**config.mk**
```make
export PLATFORM = sky130hd
export DESIGN_NAME = fc_frame_tx
export DESIGN_NICKNAME = d
export VERILOG_FILES = /design/src/rtl/fc_pkg.sv /design/src/rtl/fc_frame_tx_crc32.sv /design/src/rtl/fc_frame_tx.sv
export SDC_FILE = /design/constraint.sdc
export NUM_CORES = 1
export LEC_CHECK = 0
export CAP_MARGIN = 10
export CORE_MARGIN = 2
export CORE_UTILIZATION = 30
export DETAILED_ROUTE_END_ITERATION = 7
export DONT_BUFFER_PORTS = 1
export RECOVER_POWER = 50
export SYNTH_ARGS = -nofsm -noshare
export SYNTH_HDL_FRONTEND = slang
export SYNTH_HIERARCHICAL = 1
export SYNTH_SLANG_ARGS = --single-unit
```
**constraint.sdc**
```tcl
create_clock -name clk -period 3.7 [get_ports clk]
set_clock_uncertainty 0.1 [all_clocks]
set_input_delay 0.925 -clock clk [delete_from_list [all_inputs] [get_ports clk]]
set_output_delay 0.925 -clock clk [all_outputs]
set_load 0.02 [all_outputs]
```
**src/rtl/fc_pkg.sv**
```systemverilog
// Shared Fibre Channel definitions: link states, ordered-set words and the
// word-wide CRC-32 step used by the transmit framer and future receive checker.
package fc;

  typedef enum logic [2:0] {
    STATE_AC,
    STATE_LR,
    STATE_LRR,
    STATE_LF1,
    STATE_LF2,
    STATE_OL1,
    STATE_OL2,
    STATE_OL3
  } state_t;

  typedef enum logic [2:0] {
    TX_HOLDOFF,
    TX_IDLE,
    TX_DATA,
    TX_CRC,
    TX_EOF,
    TX_GAP,
    TX_DRAIN
  } tx_state_t;

  localparam logic [31:0] IDLE  = 32'hBC95B5B5;
  localparam logic [31:0] SOFI3 = 32'hBCB55656;
  localparam logic [31:0] SOFN3 = 32'hBCB53636;
  localparam logic [31:0] EOFT  = 32'hBC957575;
  localparam logic [31:0] EOFN  = 32'hBC95D5D5;
  localparam logic [31:0] EOFA  = 32'hBC95F5F5;

  localparam logic [3:0]  K_OS   = 4'b1000;
  localparam logic [3:0]  K_DATA = 4'b0000;

  localparam logic [31:0] CRC_POLY = 32'h04C11DB7;
  localparam logic [31:0] CRC_INIT = 32'hFFFFFFFF;

  // MSB-first: data bit 31 (first transmitted) enters the register first.
  function automatic logic [31:0] crc32_word(input logic [31:0] crc, input logic [31:0] data);
    logic [31:0] c;
    c = crc;
    for (int i = 31; i >= 0; i--) begin
      if (c[31] ^ data[i]) c = {c[30:0], 1'b0} ^ CRC_POLY;
      else                 c = {c[30:0], 1'b0};
    end
    return c;
  endfunction

endpackage

```
**src/rtl/fc_frame_tx_crc32.sv**
```systemverilog
// Combinational next-CRC for one 32-bit big-endian word.
module fc_crc32
  import fc::*;
(
  input  logic [31:0] i_crc,
  input  logic [31:0] i_data,
  output logic [31:0] o_crc
);

  assign o_crc = crc32_word(i_crc, i_data);

endmodule

```
**src/rtl/fc_frame_tx.sv**
```systemverilog
// 8GFC transmit framer: wraps Avalon-ST frame content in SOF/EOF, appends the
// complemented CRC-32 and fills everything else with IDLE, enforcing minimum gaps.
module fc_frame_tx
  import fc::*;
#(
  parameter int MIN_IDLES       = 6,
  parameter int MAX_FRAME_WORDS = 534
) (
  input  logic        clk,
  input  logic        reset,
  input  state_t      state,
  input  logic [31:0] avtx_data,
  input  logic        avtx_valid,
  input  logic        avtx_startofpacket,
  input  logic        avtx_endofpacket,
  output logic        avtx_ready,
  input  logic        avtx_sof_initiate,
  input  logic        avtx_eof_terminate,
  output logic [31:0] tx_data,
  output logic [3:0]  tx_datak,
  output logic [31:0] frames_sent,
  output logic [15:0] frames_aborted
);

  localparam int IW = $clog2(MIN_IDLES + 1);
  localparam int CW = $clog2(MAX_FRAME_WORDS + 1);

  tx_state_t         r_st, w_st_nx;
  logic [IW-1:0]     r_icnt, w_icnt_nx;
  logic [CW-1:0]     r_wcnt, w_wcnt_nx;
  logic              r_eoft, w_eoft_nx;
  logic              r_hold, w_hold_nx;
  logic [31:0]       r_crc, w_crc_nx, w_crc_fold;
  logic [31:0]       r_tx_data, w_tx_data_nx;
  logic [3:0]        r_tx_datak, w_tx_datak_nx;
  logic [31:0]       r_sent;
  logic [15:0]       r_aborted;
  logic              w_sent_inc, w_abort_inc, w_link;

  assign w_link = (state == STATE_AC);

  fc_crc32 u_crc (
    .i_crc  (r_crc),
    .i_data (avtx_data),
    .o_crc  (w_crc_fold)
  );

  // An SOP word is held in IDLE until SOF is out; stray non-SOP words are flushed.
  always_comb begin
    case (r_st)
      TX_IDLE:           avtx_ready = ~avtx_startofpacket;
      TX_DATA, TX_DRAIN: avtx_ready = 1'b1;
      default:           avtx_ready = 1'b0;
    endcase
  end

  always_comb begin
    w_st_nx       = r_st;
    w_icnt_nx     = r_icnt;
    w_wcnt_nx     = r_wcnt;
    w_eoft_nx     = r_eoft;
    w_hold_nx     = r_hold;
    w_crc_nx      = r_crc;
    w_tx_data_nx  = IDLE;
    w_tx_datak_nx = K_OS;
    w_sent_inc    = 1'b0;
    w_abort_inc   = 1'b0;
    case (r_st)
      TX_HOLDOFF, TX_GAP: begin
        if (!w_link) begin
          w_st_nx   = TX_HOLDOFF;
          w_icnt_nx = '0;
        end else if (r_icnt == IW'(MIN_IDLES - 1)) begin
          w_st_nx   = TX_IDLE;
          w_icnt_nx = '0;
        end else begin
          w_icnt_nx = r_icnt + 1'b1;
        end
      end
      TX_IDLE: begin
        if (!w_link) begin
          w_st_nx   = TX_HOLDOFF;
          w_icnt_nx = '0;
        end else if (avtx_valid && avtx_startofpacket) begin
          w_tx_data_nx = avtx_sof_initiate ? SOFI3 : SOFN3;
          w_st_nx      = TX_DATA;
          w_wcnt_nx    = '0;
          w_crc_nx     = CRC_INIT;
          w_hold_nx    = 1'b0;
        end
      end
      TX_DATA: begin
        if (!w_link) begin
          w_abort_inc = 1'b1;
          w_icnt_nx   = '0;
          if (avtx_valid && avtx_endofpacket) begin
            w_st_nx = TX_HOLDOFF;
          end else begin
            w_st_nx   = TX_DRAIN;
            w_hold_nx = 1'b1;
          end
        end else if (!avtx_valid || r_wcnt == CW'(MAX_FRAME_WORDS)) begin
          // Underrun or oversize: the word offered now (if any) is already part of the drain.
          w_tx_data_nx = EOFA;
          w_abort_inc  = 1'b1;
          w_icnt_nx    = '0;
          w_st_nx      = (avtx_valid && avtx_endofpacket) ? TX_GAP : TX_DRAIN;
        end else begin
          w_tx_data_nx  = avtx_data;
          w_tx_datak_nx = K_DATA;
          w_crc_nx      = w_crc_fold;
          w_wcnt_nx     = r_wcnt + 1'b1;
          if (avtx_endofpacket) begin
            w_st_nx   = TX_CRC;
            w_eoft_nx = avtx_eof_terminate;
          end
        end
      end
      TX_CRC: begin
        if (!w_link) begin
          w_abort_inc = 1'b1;
          w_st_nx     = TX_HOLDOFF;
          w_icnt_nx   = '0;
        end else begin
          w_tx_data_nx  = ~r_crc;
          w_tx_datak_nx = K_DATA;
          w_st_nx       = TX_EOF;
        end
      end
      TX_EOF: begin
        w_icnt_nx = '0;
        if (!w_link) begin
          w_abort_inc = 1'b1;
          w_st_nx     = TX_HOLDOFF;
        end else begin
          w_tx_data_nx = r_eoft ? EOFT : EOFN;
          w_sent_inc   = 1'b1;
          w_st_nx      = TX_GAP;
        end
      end
      TX_DRAIN: begin
        w_hold_nx = r_hold | ~w_link;
        if (avtx_valid && avtx_endofpacket) begin
          w_icnt_nx = '0;
          w_st_nx   = (r_hold || !w_link) ? TX_HOLDOFF : TX_GAP;
        end
      end
      default: begin
        w_st_nx   = TX_HOLDOFF;
        w_icnt_nx = '0;
      end
    endcase
  end

  always_ff @(posedge clk or posedge reset) begin
    if (reset) begin
      r_st       <= TX_HOLDOFF;
      r_icnt     <= '0;
      r_wcnt     <= '0;
      r_eoft     <= 1'b0;
      r_hold     <= 1'b0;
      r_tx_data  <= IDLE;
      r_tx_datak <= K_OS;
      r_sent     <= '0;
      r_aborted  <= '0;
    end else begin
      r_st       <= w_st_nx;
      r_icnt     <= w_icnt_nx;
      r_wcnt     <= w_wcnt_nx;
      r_eoft     <= w_eoft_nx;
      r_hold     <= w_hold_nx;
      r_tx_data  <= w_tx_data_nx;
      r_tx_datak <= w_tx_datak_nx;
      if (w_sent_inc) r_sent <= r_sent + 32'd1;
      if (w_abort_inc && r_aborted != 16'hFFFF) r_aborted <= r_aborted + 16'd1;
    end
  end

  always_ff @(posedge clk) begin
    r_crc <= w_crc_nx;
  end

  assign tx_data        = r_tx_data;
  assign tx_datak       = r_tx_datak;
  assign frames_sent    = r_sent;
  assign frames_aborted = r_aborted;

endmodule
```
==> metrics.md <==
| Metric | Value |
|---|---|
| Flop2flop setup slack | `-0.04 ns` |
| # setup viols final | `5` |
| Port Buffers | `0` |
| DRC marker count from the first detailed-route iteration | `approximately 370` |
| Nets@finish | `between 900 and 1000` |
| Post-Synthesis Cell Area | `roughly 9000 um2` |
| Crit path capture type | `flip-flop` |
| Synthesis Warnings | `6` |
| CTS tree | `done` |
| Period minus WS final | `approximately 3.7 ns` |
| Core area | `around 30000 um2` |
| Overall routing resource usage | `16.1%` |
| Antenna-violating nets left | `0` |
| Placer congestion estimate | `0.905` |
| Avg Inst Size Synth | `11.8 um2` |
| Via Count | `6268` |
| Num CTS Buffers | `17` |
| Peak fanout along the critical path | `5` |
| Crit path kind | `reg2reg` |
| Cells after DPL | `approximately 1300` |
| Layout area overhead | `31.3%` |
| Remaining DRCs | `0` |
| Commonest non-fill, non-tap cell in the layout | `xnor2_1` |
| Fmax | `267 MHz` |
| Hold Path Class | `reg2reg` |
| Failing checks | `max-capacitance violations, max-slew violations, negative setup slack` |
| CTS Sinks | `131` |
| Worst setup margin | `-0.0403 ns` |
| Clk slew on worst S/H paths | `about 0.070 ns` |
| Row cnt | `63` |
| Vias in the first global route | `approximately 6400` |
| Number of vias per cell | `4.72` |
| Seq cells post-synth | `between 100 and 150` |
| Die Wd | `~180 um` |
| Post-synth top flop | `dfrtp_1` |
| Clock Tree Buf Depth | `2` |
| Max-cap violations | `1` |
| Status | `finished with violations` |
| CP required | `around 3.8 ns` |
| Crit path arrival time | `approximately 3.8 ns` |
| Initial Utilization | `a little under a third` |
| Least-Margin Pin Slew | `~2.1 ns` |
| Hpwl dp | `a little under 20 mm` |
| Routed len/inst | `~19 um` |
| Die H | `roughly 180 um` |
| Post-synth EDFFs | `32` |
| Most frequent cells in the layout | `xnor2_1 (154), buf_4 (146), dfrtp_1 (79)` |
| Slew headroom | `-43.8%` |
| Crit share post-route | `101%` |
| Diode count | `0` |
| Crit start category | `flip-flop` |
| RSZ-0062 raised after global routing | `yes` |
| Final wirelength | `25.3 mm` |
| Initial antenna violation count | `0` |
| Congestion Overflow GR | `0` |
| Share of cells above drive strength 1 | `~33%` |
| Finished Layout Cells | `~1300` |
| Post-synth ARST share | `between 70% and 80%` |
| DP Worst Slack | `-0.839 ns` |
| Mapped Cells | `~770` |
| H-tree depth | `4` |
| Final Hold Vio Count | `0` |
| Final slew viol count | `50` |
| Largest net degree at the start of global routing | `54` |
| Root Driver | `clkbuf_16` |
| Unique masters post-synth | `66` |
| Worst skew pair latency | `around 0.43 ns` |
| I/O pin count | `between 100 and 150` |
| Die area | `around 31000 um2` |
| Seq/Total Area, Yosys | `around two fifths` |
| DR pass1 iterations | `5` |
| Post-Route Utilization | `39.9%` |
| Global-route wire length before repair | `around 38 mm` |
worst max-delay path: stages, from the launching register on:
cell	delay, ns
edfxtp_1	0.48
xor2_4	0.31
buf_4	0.18
xnor3_2	0.31
xnor3_2	0.30
xnor3_1	0.35
xnor3_2	0.48
xnor2_4	0.19
xor3_2	0.48
xnor2_1	0.14
nand2b_1	0.14
sequential cells by signal (all words and copies together) (netlist names):
name,flops
r_crc,32
r_icnt,3
r_st,3
r_hold,1
frames_aborted,16
tx_data,32
r_eoft,1
r_wcnt,10
tx_datak,1
frames_sent,32
final timing paths:
kind / start / end / cells past startpoint
min in group asynchronous: reset / frames_sent[23] / 1
max reg2reg: r_crc[29] / r_crc[11] / 10
min reg2reg: r_icnt[1] / r_icnt[1] / 1
max in group asynchronous: reset / frames_aborted[0] / 2
min: r_icnt[1] / r_icnt[1] / 1
max: r_crc[29] / r_crc[11] / 10
cell usage after synthesis (3+ instances only):
master    count  share of area, %
a21o_1        3              0.25
a21oi_1      10              0.55
a221o_1      17               1.9
and2_1        3              0.21
and3_1        5              0.35
and4_1        4              0.39
buf_2        12              0.67
buf_4         3              0.25
clkbuf_1      7              0.29
dfrtp_1      79                22
dfstp_2      20               5.8
edfxtp_1     32                11
ha_1          4              0.55
inv_1        12              0.50
mux2_2        3              0.37
nand2_1      61               2.5
nand2b_1     35               2.4
nand3_1      31               1.7
nand4_1      15               1.0
nor2_1       20              0.83
nor2b_1       4              0.28
nor3_1        5              0.28
nor4_1        6              0.42
o211ai_1     12               1.0
o21ai_0      13              0.72
o22ai_1       3              0.21
o31ai_1       3              0.25
or3_1         4              0.28
xnor2_1     185                18
xnor2_2       7               1.3
xnor3_1      30               7.5
xnor3_2      12               3.2
xor2_1       56               5.4
xor2_2        4              0.72
layout make-up:
class | count | area, um2
Clock buffer | 19 | 464
Clock inverter | 13 | 159
Fill cell | 2821 | 17800
Inverter | 12 | 46.3
Multi-Input combinational cell | 601 | 5920
Sequential cell | 131 | 3460
Tap cell | 390 | 488
Timing Repair Buffer | 163 | 1300
per-layer routing:
metal  up-vias  global-route usage, %  share of wire [%]
li1       2971                      -                  -
met4         0                   3.52                1.2
met1      3145                   18.8                 41
met5         -                      0                  0
met3        15                   3.43                4.3
met2       137                   30.0                 54
through the flow:
stage | instance area, um2 | setup TNS, ns | hold WS, ns
2_1_floorplan | 9360 | -4.53 | 0.347
3_3_place_gp | 10800 | -12.60 | 0.366
3_5_place_dp | 10800 | -13.49 | 0.370
4_1_cts | 11700 | -0.364 | 0.368
6_report | 11800 | -0.0707 | 0.374
5_1_grt | 11800 | -1.10 | 0.403
what timing repair did:
item | in CTS | in global routing
endpoints found under the hold margin | 0 | 0
cloned | 0 | 0
resized for setup | 18 | 18
setup buffers | 23 | 11
hold buffers | 0 | 0
pin swaps | 15 | 11
setup endpoints to repair | 18 | 23
kinds of logic after synthesis:
group                    share of synthesized area [%]
multiplexers                                     0.375
buffers and inverters                             1.83
adder cells (fa/ha/maj)                          0.555
flip-flops                                        38.4
AND/OR/NAND/NOR                                   13.1
other                                           0.0416
XOR/XNOR                                          38.9
AO/OA/AOI/OAI                                     6.76
Power is not shown: default switching activity piles up to over one toggle a cycle in this logic, so the estimate is an artifact.
